## config.mk

```make
export PLATFORM = sky130hd
export DESIGN_NAME = simprisc_core
export DESIGN_NICKNAME = d
export VERILOG_FILES = /design/src/rtl/simprisc_core.sv
export SDC_FILE = /design/constraint.sdc
export NUM_CORES = 1
export LEC_CHECK = 0
export ABC_AREA = 1
export CORE_MARGIN = 2
export CORE_UTILIZATION = 50
export DETAILED_ROUTE_END_ITERATION = 16
export PLACE_DENSITY = 0.76
export SLEW_MARGIN = 5
export SYNTH_ARGS = -nofsm -noshare
export SYNTH_HDL_FRONTEND = slang
export SYNTH_SLANG_ARGS = --single-unit
```

## constraint.sdc

```tcl
create_clock -name clk -period 2.1 [get_ports clk]
set_input_delay 0.42 -clock clk [delete_from_list [all_inputs] [get_ports clk]]
set_output_delay 0.42 -clock clk [all_outputs]
set_load 0.05 [all_outputs]
```

## src/rtl/simprisc_core.sv

```systemverilog
// SimpRISC execution core: serial IDLE->DECODE->EXEC->WB machine with an
// 8-entry register file and one write-back record per accepted instruction.
module simprisc_core #(
   parameter int DATA_W = 8,
   parameter int NREGS  = 8
) (
   input  logic              clk,
   input  logic              rst_n,
   input  logic              in_valid,
   input  logic [15:0]       in_instr,
   output logic              in_ready,
   output logic              out_valid,
   output logic [2:0]        out_rd,
   output logic [DATA_W-1:0] out_data,
   output logic              out_zero,
   output logic              out_carry,
   output logic              out_err,
   output logic              halted
);

   typedef enum logic [1:0] {IDLE, DECODE, EXEC, WB} state_t;

   typedef enum logic [3:0] {
      OP_NOP = 4'h0, OP_ADD = 4'h1, OP_SUB = 4'h2, OP_AND = 4'h3,
      OP_OR  = 4'h4, OP_XOR = 4'h5, OP_SHL = 4'h6, OP_SHR = 4'h7,
      OP_LDI = 4'h8, OP_MOV = 4'h9, OP_HLT = 4'hF
   } opcode_t;

   state_t              state_q, state_d;
   logic [15:0]         instr_q, instr_d;
   logic [DATA_W-1:0]   op_a_q, op_a_d;
   logic [DATA_W-1:0]   op_b_q, op_b_d;
   logic [DATA_W-1:0]   regs_q [NREGS];
   logic [DATA_W-1:0]   regs_d [NREGS];
   logic                in_ready_q, in_ready_d;
   logic                out_valid_q, out_valid_d;
   logic [2:0]          out_rd_q, out_rd_d;
   logic [DATA_W-1:0]   out_data_q, out_data_d;
   logic                out_zero_q, out_zero_d;
   logic                out_carry_q, out_carry_d;
   logic                out_err_q, out_err_d;
   logic                halted_q, halted_d;

   logic [3:0]          opcode;
   logic [2:0]          rd, rs1, rs2;
   logic [DATA_W-1:0]   alu_res;
   logic                alu_carry;
   logic                alu_wr;
   logic                alu_err;
   logic                alu_halt;
   logic [DATA_W:0]     sum_w;
   logic [2*DATA_W-1:0] shl_w;
   logic [2:0]          sh;

   assign opcode = instr_q[15:12];
   assign rd     = instr_q[11:9];
   assign rs1    = instr_q[8:6];
   assign rs2    = instr_q[5:3];

   // ALU: result, carry/borrow and instruction class from the latched word and operands
   always_comb begin
      alu_res   = '0;
      alu_carry = 1'b0;
      alu_wr    = 1'b1;
      alu_err   = 1'b0;
      alu_halt  = 1'b0;
      sh        = op_b_q[2:0];
      sum_w     = {1'b0, op_a_q} + {1'b0, op_b_q};
      // Carry of a left shift is whatever lands just above the data width.
      shl_w     = {{DATA_W{1'b0}}, op_a_q} << sh;
      case (opcode)
         OP_ADD: begin
            alu_res   = sum_w[DATA_W-1:0];
            alu_carry = sum_w[DATA_W];
         end
         OP_SUB: begin
            alu_res   = op_a_q - op_b_q;
            alu_carry = (op_a_q < op_b_q);
         end
         OP_AND: alu_res = op_a_q & op_b_q;
         OP_OR:  alu_res = op_a_q | op_b_q;
         OP_XOR: alu_res = op_a_q ^ op_b_q;
         OP_SHL: begin
            alu_res   = shl_w[DATA_W-1:0];
            alu_carry = shl_w[DATA_W];
         end
         OP_SHR: alu_res = op_a_q >> sh;
         OP_LDI: alu_res = DATA_W'(instr_q[7:0]);
         OP_MOV: alu_res = op_a_q;
         OP_NOP: alu_wr  = 1'b0;
         OP_HLT: begin
            alu_wr   = 1'b0;
            alu_halt = 1'b1;
         end
         default: begin
            alu_wr  = 1'b0;
            alu_err = 1'b1;
         end
      endcase
   end

   // Next-state logic for the FSM, operand latches, register file and write-back record
   always_comb begin
      state_d     = state_q;
      instr_d     = instr_q;
      op_a_d      = op_a_q;
      op_b_d      = op_b_q;
      regs_d      = regs_q;
      in_ready_d  = in_ready_q;
      out_valid_d = 1'b0;
      out_rd_d    = out_rd_q;
      out_data_d  = out_data_q;
      out_zero_d  = out_zero_q;
      out_carry_d = out_carry_q;
      out_err_d   = out_err_q;
      halted_d    = halted_q;
      case (state_q)
         IDLE: begin
            if (in_valid && in_ready_q) begin
               instr_d    = in_instr;
               in_ready_d = 1'b0;
               state_d    = DECODE;
            end
         end
         DECODE: begin
            op_a_d  = regs_q[rs1];
            op_b_d  = regs_q[rs2];
            state_d = EXEC;
         end
         EXEC: begin
            // The record and the register write land on the edge entering WB,
            // so out_valid is high for exactly the WB cycle.
            out_valid_d = 1'b1;
            out_rd_d    = alu_wr ? rd : 3'd0;
            out_data_d  = alu_wr ? alu_res : '0;
            out_zero_d  = alu_wr && (alu_res == '0);
            out_carry_d = alu_wr && alu_carry;
            out_err_d   = alu_err;
            if (alu_wr) regs_d[rd] = alu_res;
            if (alu_halt) halted_d = 1'b1;
            state_d = WB;
         end
         WB: begin
            in_ready_d = !halted_q;
            state_d    = IDLE;
         end
         default: state_d = IDLE;
      endcase
   end

   // State and output registers, cleared asynchronously
   always_ff @(posedge clk or negedge rst_n) begin
      if (!rst_n) begin
         state_q     <= IDLE;
         instr_q     <= '0;
         op_a_q      <= '0;
         op_b_q      <= '0;
         for (int unsigned i = 0; i < NREGS; i++) regs_q[i] <= '0;
         in_ready_q  <= 1'b1;
         out_valid_q <= 1'b0;
         out_rd_q    <= '0;
         out_data_q  <= '0;
         out_zero_q  <= 1'b0;
         out_carry_q <= 1'b0;
         out_err_q   <= 1'b0;
         halted_q    <= 1'b0;
      end else begin
         state_q     <= state_d;
         instr_q     <= instr_d;
         op_a_q      <= op_a_d;
         op_b_q      <= op_b_d;
         regs_q      <= regs_d;
         in_ready_q  <= in_ready_d;
         out_valid_q <= out_valid_d;
         out_rd_q    <= out_rd_d;
         out_data_q  <= out_data_d;
         out_zero_q  <= out_zero_d;
         out_carry_q <= out_carry_d;
         out_err_q   <= out_err_d;
         halted_q    <= halted_d;
      end
   end

   assign in_ready  = in_ready_q;
   assign out_valid = out_valid_q;
   assign out_rd    = out_rd_q;
   assign out_data  = out_data_q;
   assign out_zero  = out_zero_q;
   assign out_carry = out_carry_q;
   assign out_err   = out_err_q;
   assign halted    = halted_q;

endmodule

```

# Word-level counts from Yosys, hierarchy flattened
# Index checks and enable logic that the tools add are counted.
[classes]
n_addsub = 2
magnitude_cmp = 5
eq_ne = 14
shifts = 2
muxes = 21
bitwise = 6
reduce_logical = 15
[ops]
columns = ["op", "n"]
rows = [
  ["one-hot mux 8 bit (9 select lines)", 1],
  ["bitwise mux 64 bit", 1],
  ["binary-select mux 8 bit (select 3 bit)", 2],
  ["two-way mux 8 bit", 6],
  ["demux 8 bit (select 3 bit)", 1],
  ["== test 4 x 3 -> 1 bit, second input constant", 4],
  ["== test 4 bit, second input constant", 3],
  ["greater-or-equal comparator 4 bit, second input constant", 3],
  ["inverter 3 -> 4 bit", 3],
  ["OR reduction 11 bit", 1],
  ["adder 8 x 8 -> 9 bit", 1],
  ["OR reduction 9 bit", 1],
  ["<< shifter 8 x 3 -> 9 bit", 1],
  ["AND 8 bit", 1],
  ["== test 4 x 2 -> 1 bit, second input constant", 2],
  ["zero test 8 bit", 1],
  ["< comparator 8 bit", 1],
  ["OR 8 bit", 1],
  ["one-hot mux 2 bit (4 select lines)", 1],
  ["AND reduction 2 bit", 4],
  [">> shifter 8 x 3 -> 8 bit", 1],
  ["subtractor 8 bit", 1],
  ["bitwise XOR 8 bit", 1],
  ["two-way mux 1 bit", 5],
  ["14 further kinds", 18],
]
[totals]
regBits = 115
input_bits = 19
out_inout_bits = 17
wordCells = 85

# Depth between registers and ports, before layout
# Gate-level depths: netlist of the first run.
[logic_depth]
word_depth = 6
ltp_mapped = 16
mapped_depth_nobuf = 15

# Least setup slack after synthesis of the first run
# No wires, ideal clock.
[synth_timing]
path_kind = "register to register"
start = "register op_b_q[1]"
end = "register out_zero_q (netlist: out_zero)"
setup_ns = 0.066
t_arrival_ns = 2.063
t_required_ns = 2.034
slack_ns = -0.028
path_stages_with_launch = 16
path_buffers = 2
synth_period_minus_slack_ns = 2.128
path_cell_list = "dfrtp_1 > buf_2 > inv_2 > buf_4 > fa_1 > inv_1 > nand3_1 > nand2_1 > nand2_1 > nand2_1 > o21ai_1 > nor2_4 > nand3_2 > nor2_1 > nand4_1 > nand2_1"
[synth_via]
elab_chain_len = 4
word_cells_on_any_way = 10
classes_between = "2 x add/sub; 2 x shift; 1 x mux; 3 x bitwise; 2 x reduce/logical"
[synth_lines]
columns = ["element", "line", "text"]
rows = [
  ["start: declaration", "32", "logic [DATA_W-1:0] op_b_q, op_b_d;"],
  ["start signal: assignment", "171", "op_b_q <= op_b_d;"],
  ["subtractor 8 bit, or another cell as far along", "77", "alu_res = op_a_q - op_b_q;"],
  ["one-hot mux 8 bit (9 select lines) (*)", "71", "case (opcode)"],
  ["zero test 8 bit (*)", "136", "out_zero_d = alu_wr && (alu_res == '0);"],
  ["logical AND 1 bit (*)", "136", ""],
  ["end signal: assignment", "177", "out_zero_q <= out_zero_d;"],
  ["end: declaration", "39", "logic out_zero_q, out_zero_d;"],
]
# Every way passes the cells marked *; elsewhere a longest branch is shown, timed or not.
# A chain may end at the register's enable or synchronous reset.

# Worst setup path after layout of the first run
[layout_timing]
start = "register op_a_q[0]"
end = "register regs_q[54] (netlist bit)"
[layout_via]
elab_chain_len = 3
word_cells_on_any_way = 6
classes_between = "2 x add/sub; 2 x shift; 2 x mux"
[layout_lines]
columns = ["element", "line", "text"]
rows = [
  ["start: declaration", "31", "logic [DATA_W-1:0] op_a_q, op_a_d;"],
  ["start signal: assignment", "170", "op_a_q <= op_a_d;"],
  ["subtractor 8 bit, or another cell as far along", "77", ""],
  ["one-hot mux 8 bit (9 select lines) (*)", "71", ""],
  ["bitwise mux 64 bit (*)", "139", "if (alu_wr) regs_d[rd] = alu_res;"],
  ["end signal: assignment", "172", "regs_q <= regs_d;"],
  ["end: declaration", "33", "logic [DATA_W-1:0] regs_q [NREGS];"],
]
# Marked as above.

==> out/summary.md, run 1 <==
The flow ran to the end, and the final reports show no timing, DRC or antenna violations. On the worst path, the slowest cell contributes a delay of 410 ps. For this run, asynchronously set or reset flops after synthesis account for 100%. For the remaining design rule violation count, the log shows 0. After floorplanning, the core was divided into 44 placement rows.

The worst setup path is captured at a flop. The number of hold violations in the final report was 0. The number of antenna diodes in the final layout is 0. The width of the chip is 125 um. In the final routed layout, each cell accounts on average for 18.2 um.

The clock latency on the worst-skew pair is 430 ps, and the number of nets produced by synthesis is 1066. The most common flop cell mapped by yosys was dfrtp_1. After global routing the overflow that remains totals 0. The worst hold path belongs to the class in -> async. The total count of max-transition violations in the final report was 0. The worst setup path is of the reg -> reg kind.

Across the run, the number of max-cap violations was 0. The CTS H-tree depth was 4. For this configuration, the core starts out at a cell density of 50.9%.

The cell area power density is 569 nW/um2, and the count of routing violations after the opening detailed-route iteration is 778. The TritonCTS buffer count is 17, and the largest fanout of any net on the critical path is 5. The logs give 14500 um2 for the floorplan core area and 15.3 mm for the HPWL reported at the end of detailed placement.

Based on the critical path, the design can be clocked at up to 479 MHz. The clock tree buffer depth came out at 2. Detailed routing inserted a total of 7485 vias. Data on the critical path is required at its endpoint by 2380 ps.

The standard cell with the maximum stage delay on the critical path is dfrtp_1. The post-synthesis sequential area ratio came out at 39.1%. In the synthesized netlist, the number of instances is 1015. The endpoint identified for the worst register-to-register timing path is regs_q[54]$_DFFE_PN0P_. The tools report the cell area reported after detailed placement as 8160 um2. TritonCTS built the clock tree. The run gives 115 as the total number of clock tree sinks. Setup repair after global routing could not meet its margin everywhere. Average cell area after synthesis: 7.26 um2.

For flop-to-flop paths, the worst setup slack is 10 ps. The worst path uses 99.4% of the clock period. The tools report the initial antenna violation count as 0. The fraction of final layout cells sized beyond drive strength 1 is 16.7%, and the top-level I/O count is 36. The signed area change from the synthesized netlist to the final layout was 21.5%. In this run the critical register-to-register path is launched from op_a_q[0]$_DFFE_PN0N_.

The number of cell instances on the worst register-to-register path is 11. The signal on the critical path passes through inv_2 > ha_4 > fa_2 > inv_2 > nand4_1 > nand3_1 > nand2_1 > nand3_1 > nand2_2 > nor2_4 > o21ai_0. The actual transition at the worst max-transition pin is 787 ps, and the height of the die is 125 um. Across all hold checks on the routed design, the worst slack comes to 460 ps. For the leakage power summed over all cells, the log shows 4.10 nW. The area of the die was 15700 um2.

The first TritonRoute pass finished after 6 iterations. VDD sags by at most 0.000478 V. Relative slew slack: 47.5%.

The number of vias per cell after detailed routing was 5.87; the count of unique library cells instantiated by Yosys was 42. Across the routed clock network, the largest skew measured is 9.89 ps. After detailed routing, the total wire length is 23.2 mm. Input and output buffers added on the ports amount to 35. The total non-filler cell area in the finished layout came out at 8950 um2. Clock-pin slew of the registers on the worst-case setup and hold paths: 60 ps. The tools report the number of global-route vias before repair as 7050. For the net count of the finished layout, the log shows 1130. The congestion estimate from routability-driven global placement came to 0.970.

The root buffer cell was clkbuf_16. STA classifies the critical path startpoint as a flop. In this run the remaining antenna-violating nets after routing total 0.

Entering global routing, the biggest net connects 50 pins. The logs give 36.5 mm for the wire length of the first global-routing pass and 0 for the count of endpoints failing setup in the final report. Counting the fill cells in the layout gives 1245. The mapped cell area came out at 7370 um2. In the global route stage, overall resource usage came out at 29.5%. Counting flops and latches in the post-synthesis netlist gives 115. Data arrives at the worst endpoint at 2370 ps. The number of warning messages in the yosys log is 0, and the clock period minus final worst setup slack is 2090 ps.

The count of flip-flops with a built-in enable after synthesis was 0.
sequential cells by signal, indices dropped and copies added (netlist names):
name,flops
out_data,8
op_a_q,8
out_rd,3
out_carry,1
state_q,2
out_err,1
op_b_q,8
out_valid,1
instr_q,16
regs_q,64
halted,1
in_ready,1
out_zero,1
layout make-up:
type / count / area, um2 / share of cell area (%)
multi-input combinational: 749 / 4010 / 44.8
sequential: 115 / 2890 / 32.2
timing repair buffer: 88 / 856 / 9.56
clock buffer: 22 / 484 / 5.41
inverter: 108 / 410 / 4.58
tap: 184 / 230 / 2.57
clock inverter: 9 / 80.1 / 0.894
power by group:
| group | total [W] | switching [W] | internal (W) | leakage (nW) |
|---|---|---|---|---|
| clock network | 0.00279 | 0.00106 | 0.00173 | 0.282 |
| logic | 0.0000867 | 0.0000491 | 0.0000376 | 2.27 |
| registers | 0.00222 | 0 | 0.00222 | 1.54 |
Yosys cell counts, types with 8 or more instances:
cell type / n / area (um2)
nand2_1: 258 / 968
nor2_2: 12 / 75.1
inv_1: 86 / 323
dfrtp_1: 114 / 2850
o21ai_1: 8 / 40.0
a21oi_1: 82 / 410
o21ai_0: 144 / 721
nand3_1: 65 / 325
nor2_4: 8 / 90.1
o211ai_1: 11 / 82.6
o221ai_1: 11 / 96.3
nor2_1: 71 / 267
ha_1: 30 / 375
nand4_1: 9 / 56.3
inv_2: 19 / 71.3
clkbuf_1: 29 / 109
repair_timing:
| item | in CTS | in global routing |
|---|---|---|
| hold endpoints to repair | 25 | 0 |
| pin swaps | 3 | 16 |
| gates cloned | 2 | 1 |
| resized for setup | 9 | 52 |
| hold buffers | 1 | 0 |
| buffers inserted | 2 | 4 |
| endpoints found under the setup margin | 23 | 64 |
stage by stage:
step	setup TNS, ps	setup WS, ps	power, W	utilization, %	std cells
detailed placement	-50.7	-38.4	0.00235	56.4	1234
floorplan	0	1.73	0.00226	-	1015
CTS	0	2.28	0.00511	60.7	1270
finish	0	12.1	0.00510	61.8	1275
global route	-903	-135	0.00520	61.8	1275
global placement	0	30.9	0.00234	56.4	1234
cells by family after synthesis:
group	after synthesis	synth area share, %
xor+xnor	1	0.119
fa+ha+maj	32	5.64
simple gates	442	26.0
flops	115	39.1
buf+inv	154	8.79
mux	6	0.917
compound gates	265	19.5
cell usage in the layout (no fill, tap or decap), types with 4 or more instances in the layout:
| cell | n |
|---|---|
| nor2_4 | 13 |
| clkdlybuf4s50_1 | 32 |
| o211ai_1 | 11 |
| inv_1 | 82 |
| nor2_2 | 16 |
| nor2_1 | 65 |
| buf_12 | 8 |
| inv_2 | 22 |
| dfrtp_2 | 5 |
| nand2_2 | 11 |
| nand4_1 | 9 |
| o21ai_1 | 20 |
| a21oi_1 | 76 |
| o21ai_0 | 130 |
| nand3_1 | 64 |
| dfrtp_1 | 109 |
| a21oi_2 | 5 |
| nand2_1 | 253 |
| nor3_1 | 5 |
| o221ai_1 | 11 |
| clkbuf_8 | 4 |
| clkbuf_16 | 17 |
| mux2_2 | 6 |
| ha_1 | 24 |
| clkinv_2 | 5 |
| buf_4 | 44 |
routing by layer:
metal / vias to the layer above / GRT usage (%) / share of wire, %
li1: 3473 / - / -
met1: 3517 / 39.1 / 42
met2: 412 / 44.1 / 44
met3: 83 / 8.26 / 9.5
met4: 0 / 15.2 / 4.5
met5: - / 0 / 0
how the worst max path moves through the flow:
stage,startpoint,endpoint,slack (ps),depth (start not counted)
floorplan,op_b_q[1]$_DFFE_PN0N_,out_zero$_DFFE_PN0P_,2,13
global placement,op_a_q[0]$_DFFE_PN0N_,out_zero$_DFFE_PN0P_,30,12
detailed placement,op_a_q[0]$_DFFE_PN0N_,regs_q[30]$_DFFE_PN0P_,-40,11
CTS,out_data[5]$_DFFE_PN0P_,out_data[5],2,1
global route,op_a_q[0]$_DFFE_PN0N_,out_zero$_DFFE_PN0P_,-130,14
finish,op_a_q[0]$_DFFE_PN0N_,regs_q[54]$_DFFE_PN0P_,10,11
critical path, delay by kind of cell (launching register included):
family | cells | cell delay (ps)
and+or+nand+nor | 6 | 710
DFF | 1 | 410
AOI/OAI and AO/OA | 1 | 120
buffers and inverters | 2 | 150
adders and majority gates | 2 | 560
Note: power is estimated with default switching activity, not from simulation.
==> inputs of run 2 (changes only) <==
- CORE_ASPECT_RATIO: default -> 1.4
- CORE_MARGIN: 2 -> default
==> out/summary.md, run 2 (same netlist as run 1, synthesis figures left out) <==
Setup repair after global routing could not meet its margin everywhere. The run gives 0.00514 W (+0.78%) as the total power after layout. The logs give 478 ps (+18.0 ps) for the final worst hold slack and 0 (unchanged) for the total congestion overflow after global routing. The pre-CTS setup slack is -22.1 ps (+16.3 ps). The required arrival time at the worst endpoint is 1680 ps (-700 ps), and the HPWL reported at the end of detailed placement is 16.1 mm (+5.2%). The combinational cell fraction of total power was 1.7% (about the same). The height of the die was 146 um (+16%); the cell row count was 52 (+18%). The stage delay of the slowest cell on the critical path was 830 ps (+420 ps); the remaining design rule violation count was 0 (unchanged). The run gives 12.0 ps (+2.10 ps) as the worst clock skew on the final layout. The power dissipated by switching net loads was 0.00105 W (-5.3%). The switching share of total power works out to 20.4% (-1.3 points). The flow ran to the end, but the final reports show violations. The cell-internal power is 0.00409 W (+2.5%). Width of the chip: 105 um (-17%).

The cell area power density is 570 nW/um2 (about the same), and the count of routing violations after the opening detailed-route iteration is 533 (-31%). The effective utilization at floorplan is 51.0% (+0.12 points). The register with the most flip-flops in the final layout is regs_q. The count of TritonRoute iterations in the first routing pass is 7 (+1), and the TritonCTS buffer count is 17 (unchanged). The wire length of the first global-routing pass is 35.7 mm (-2.2%), and the total number of clock tree sinks is 115 (unchanged). The clock-pin slew of the registers on the worst-case setup and hold paths was 60 ps (about the same); the net count of the finished layout was 1136 (+0.53%). The top cell types in the final layout, fill and taps aside, are nand2_1, o21ai_0, dfrtp_1, inv_1, a21oi_1. The top-level I/O count was 36 (unchanged). The actual transition at the worst max-transition pin was 527 ps (-260 ps). The worst hold path belongs to the class in -> async.

The final critical-path setup slack came out at -3.42 ps (-15.6 ps). The checks that failed: setup timing. The tools report the overall fraction of global-route tracks in use as 30.5% (+1.0 points). Broken down by cell family, the worst path's largest delay share belongs to buffers and inverters. The run gives 1 (+1) as the count of endpoints failing setup in the final report. The fraction of final layout cells sized beyond drive strength 1 was 17.0% (+0.35 points).

The run gives 0 (unchanged) as the antenna diode count. The tree is rooted in a clkbuf_16. The largest fanout of any net on the critical path is 2 (-3).

For the total count of max-transition violations in the final report, the log shows 0 (unchanged). The largest registers in the layout are regs_q (64), instr_q (16). The clock tree buffer depth was 2 (unchanged).

The sort of element at the start of the critical path is a flop. The largest individual stage delay along the critical path comes from the cell clkdlybuf4s50_1. The clock period minus final worst setup slack is 2100 ps (+15.6 ps), and the number of flip-flops under the largest register name is 64 (unchanged).

The CTS H-tree depth is 4 (unchanged). The relative slew slack is 64.7% (+17 points). The signal on the critical path passes through clkdlybuf4s50_1. The mean routed wirelength per cell was 17.5 um (-3.9%). The critical path is of the reg -> out type. The logs give 40 ps (+30 ps) for the internal reg-to-reg setup slack and 4.12 nW (+0.41%) for the leakage power summed over all cells.

The residual antenna-violating net count after detailed routing is 0 (unchanged). The tools report the max-capacitance violation count as 0 (unchanged). The type of destination of the critical path is an output port. The clock latency on the worst-skew pair is 430 ps (about the same). TritonCTS built the clock tree. The final core utilization is 62.4% (+0.61 points), and the fraction of power consumed by sequential logic is 43.2% (-0.3 points).

The number of vias per cell after detailed routing came out at 5.66 (-3.7%). The number of port buffers was 35 (unchanged); the last weighted congestion value of the routability-driven placer was 1.05 (+8.2%). The tools report the largest net degree at the start of global routing as 50 (unchanged).

The period utilization is 100% (+0.74 points). The run gives 1680 ps (-690 ps) as the critical path data arrival time. The area of the die was 15200 um2 (-3.1%); the initial antenna violation count was 0 (unchanged). The maximum achievable frequency came out at 475 MHz (-0.74%). The clock network power share is 55.1% (+0.3 points).

The most common cell after layout, fill and taps aside is nand2_1. Number of hold violations in the final report: 0 (unchanged). The number of buffer and inverter instances along the worst setup path came out at 1 (-1). The number of global-route vias before repair was 7073 (+0.33%); the worst supply voltage drop on vdd was 0.000754 V (+58%).

The logs give 14400 um2 (-0.24%) for the floorplan core area and 7279 (-2.8%) for the total via count in the routed design. The tools report the total routed wirelength as 22.5 mm (-3.0%). Relative to the synthesized area, the layout overhead comes to 22.4%.
==> run 2: final timing paths <==
kind | from | end | depth (start not counted)
setup / recovery | out_zero$_DFFE_PN0P_ | out_zero | 1
hold / removal | rst_n | instr_q[10]$_DFFE_PN0P_ | 2
setup reg to reg | op_a_q[0]$_DFFE_PN0N_ | out_data[4]$_DFFE_PN0P_ | 13
hold reg to reg | regs_q[52]$_DFFE_PN0P_ | regs_q[52]$_DFFE_PN0P_ | 2
max in group asynchronous | rst_n | instr_q[13]$_DFFE_PN0P_ | 3
min in group clk | regs_q[52]$_DFFE_PN0P_ | regs_q[52]$_DFFE_PN0P_ | 2
==> run 2: layout make-up <==
cell class,count,area [um2]
Inverter,108,413
Fill cell,1295,5420
Timing Repair Buffer,95,893
Multi-Input combinational cell,748,4020
Clock buffer,26,489
Clock inverter,6,82.6
Tap cell,189,236
Sequential cell,115,2890
==> run 2: stage by stage <==
stage,std cells,cell area [um2],setup TNS (ps)
floorplan,1015,7380,0
global placement,1249,8230,0
detailed placement,1249,8230,-118
CTS,1282,8810,0
global route,1287,9020,-556
finish,1287,9020,-3.42
==> run 2: timing repair <==
action | in CTS | in global routing
pin swaps | 1 | 7
buffers inserted | 0 | 3
endpoints found under the setup margin | 9 | 59
hold buffers | 1 | 0
cloned | 0 | 2
hold endpoints to repair | 26 | 0
resized for setup | 2 | 56
==> run 2: power by group through the flow <==
| stage | combinational, W | sequential [W] | clock [W] |
|---|---|---|---|
| floorplan | 0.000000229 | 0.00226 | 0 |
| global placement | 0.0000902 | 0.00226 | 0 |
| detailed placement | 0.0000908 | 0.00226 | 0 |
| CTS | 0.0000923 | 0.00222 | 0.00285 |
| global route | 0.000101 | 0.00222 | 0.00293 |
| finish | 0.0000891 | 0.00222 | 0.00283 |
==> run 2: metal layers <==
metal	share of wire (%)	global-route usage, %	up-vias
met3	5.6	4.12	97
met2	49	51.4	287
li1	-	-	3494
met5	0	0	-
met4	6.0	21.5	0
met1	39	35.7	3401
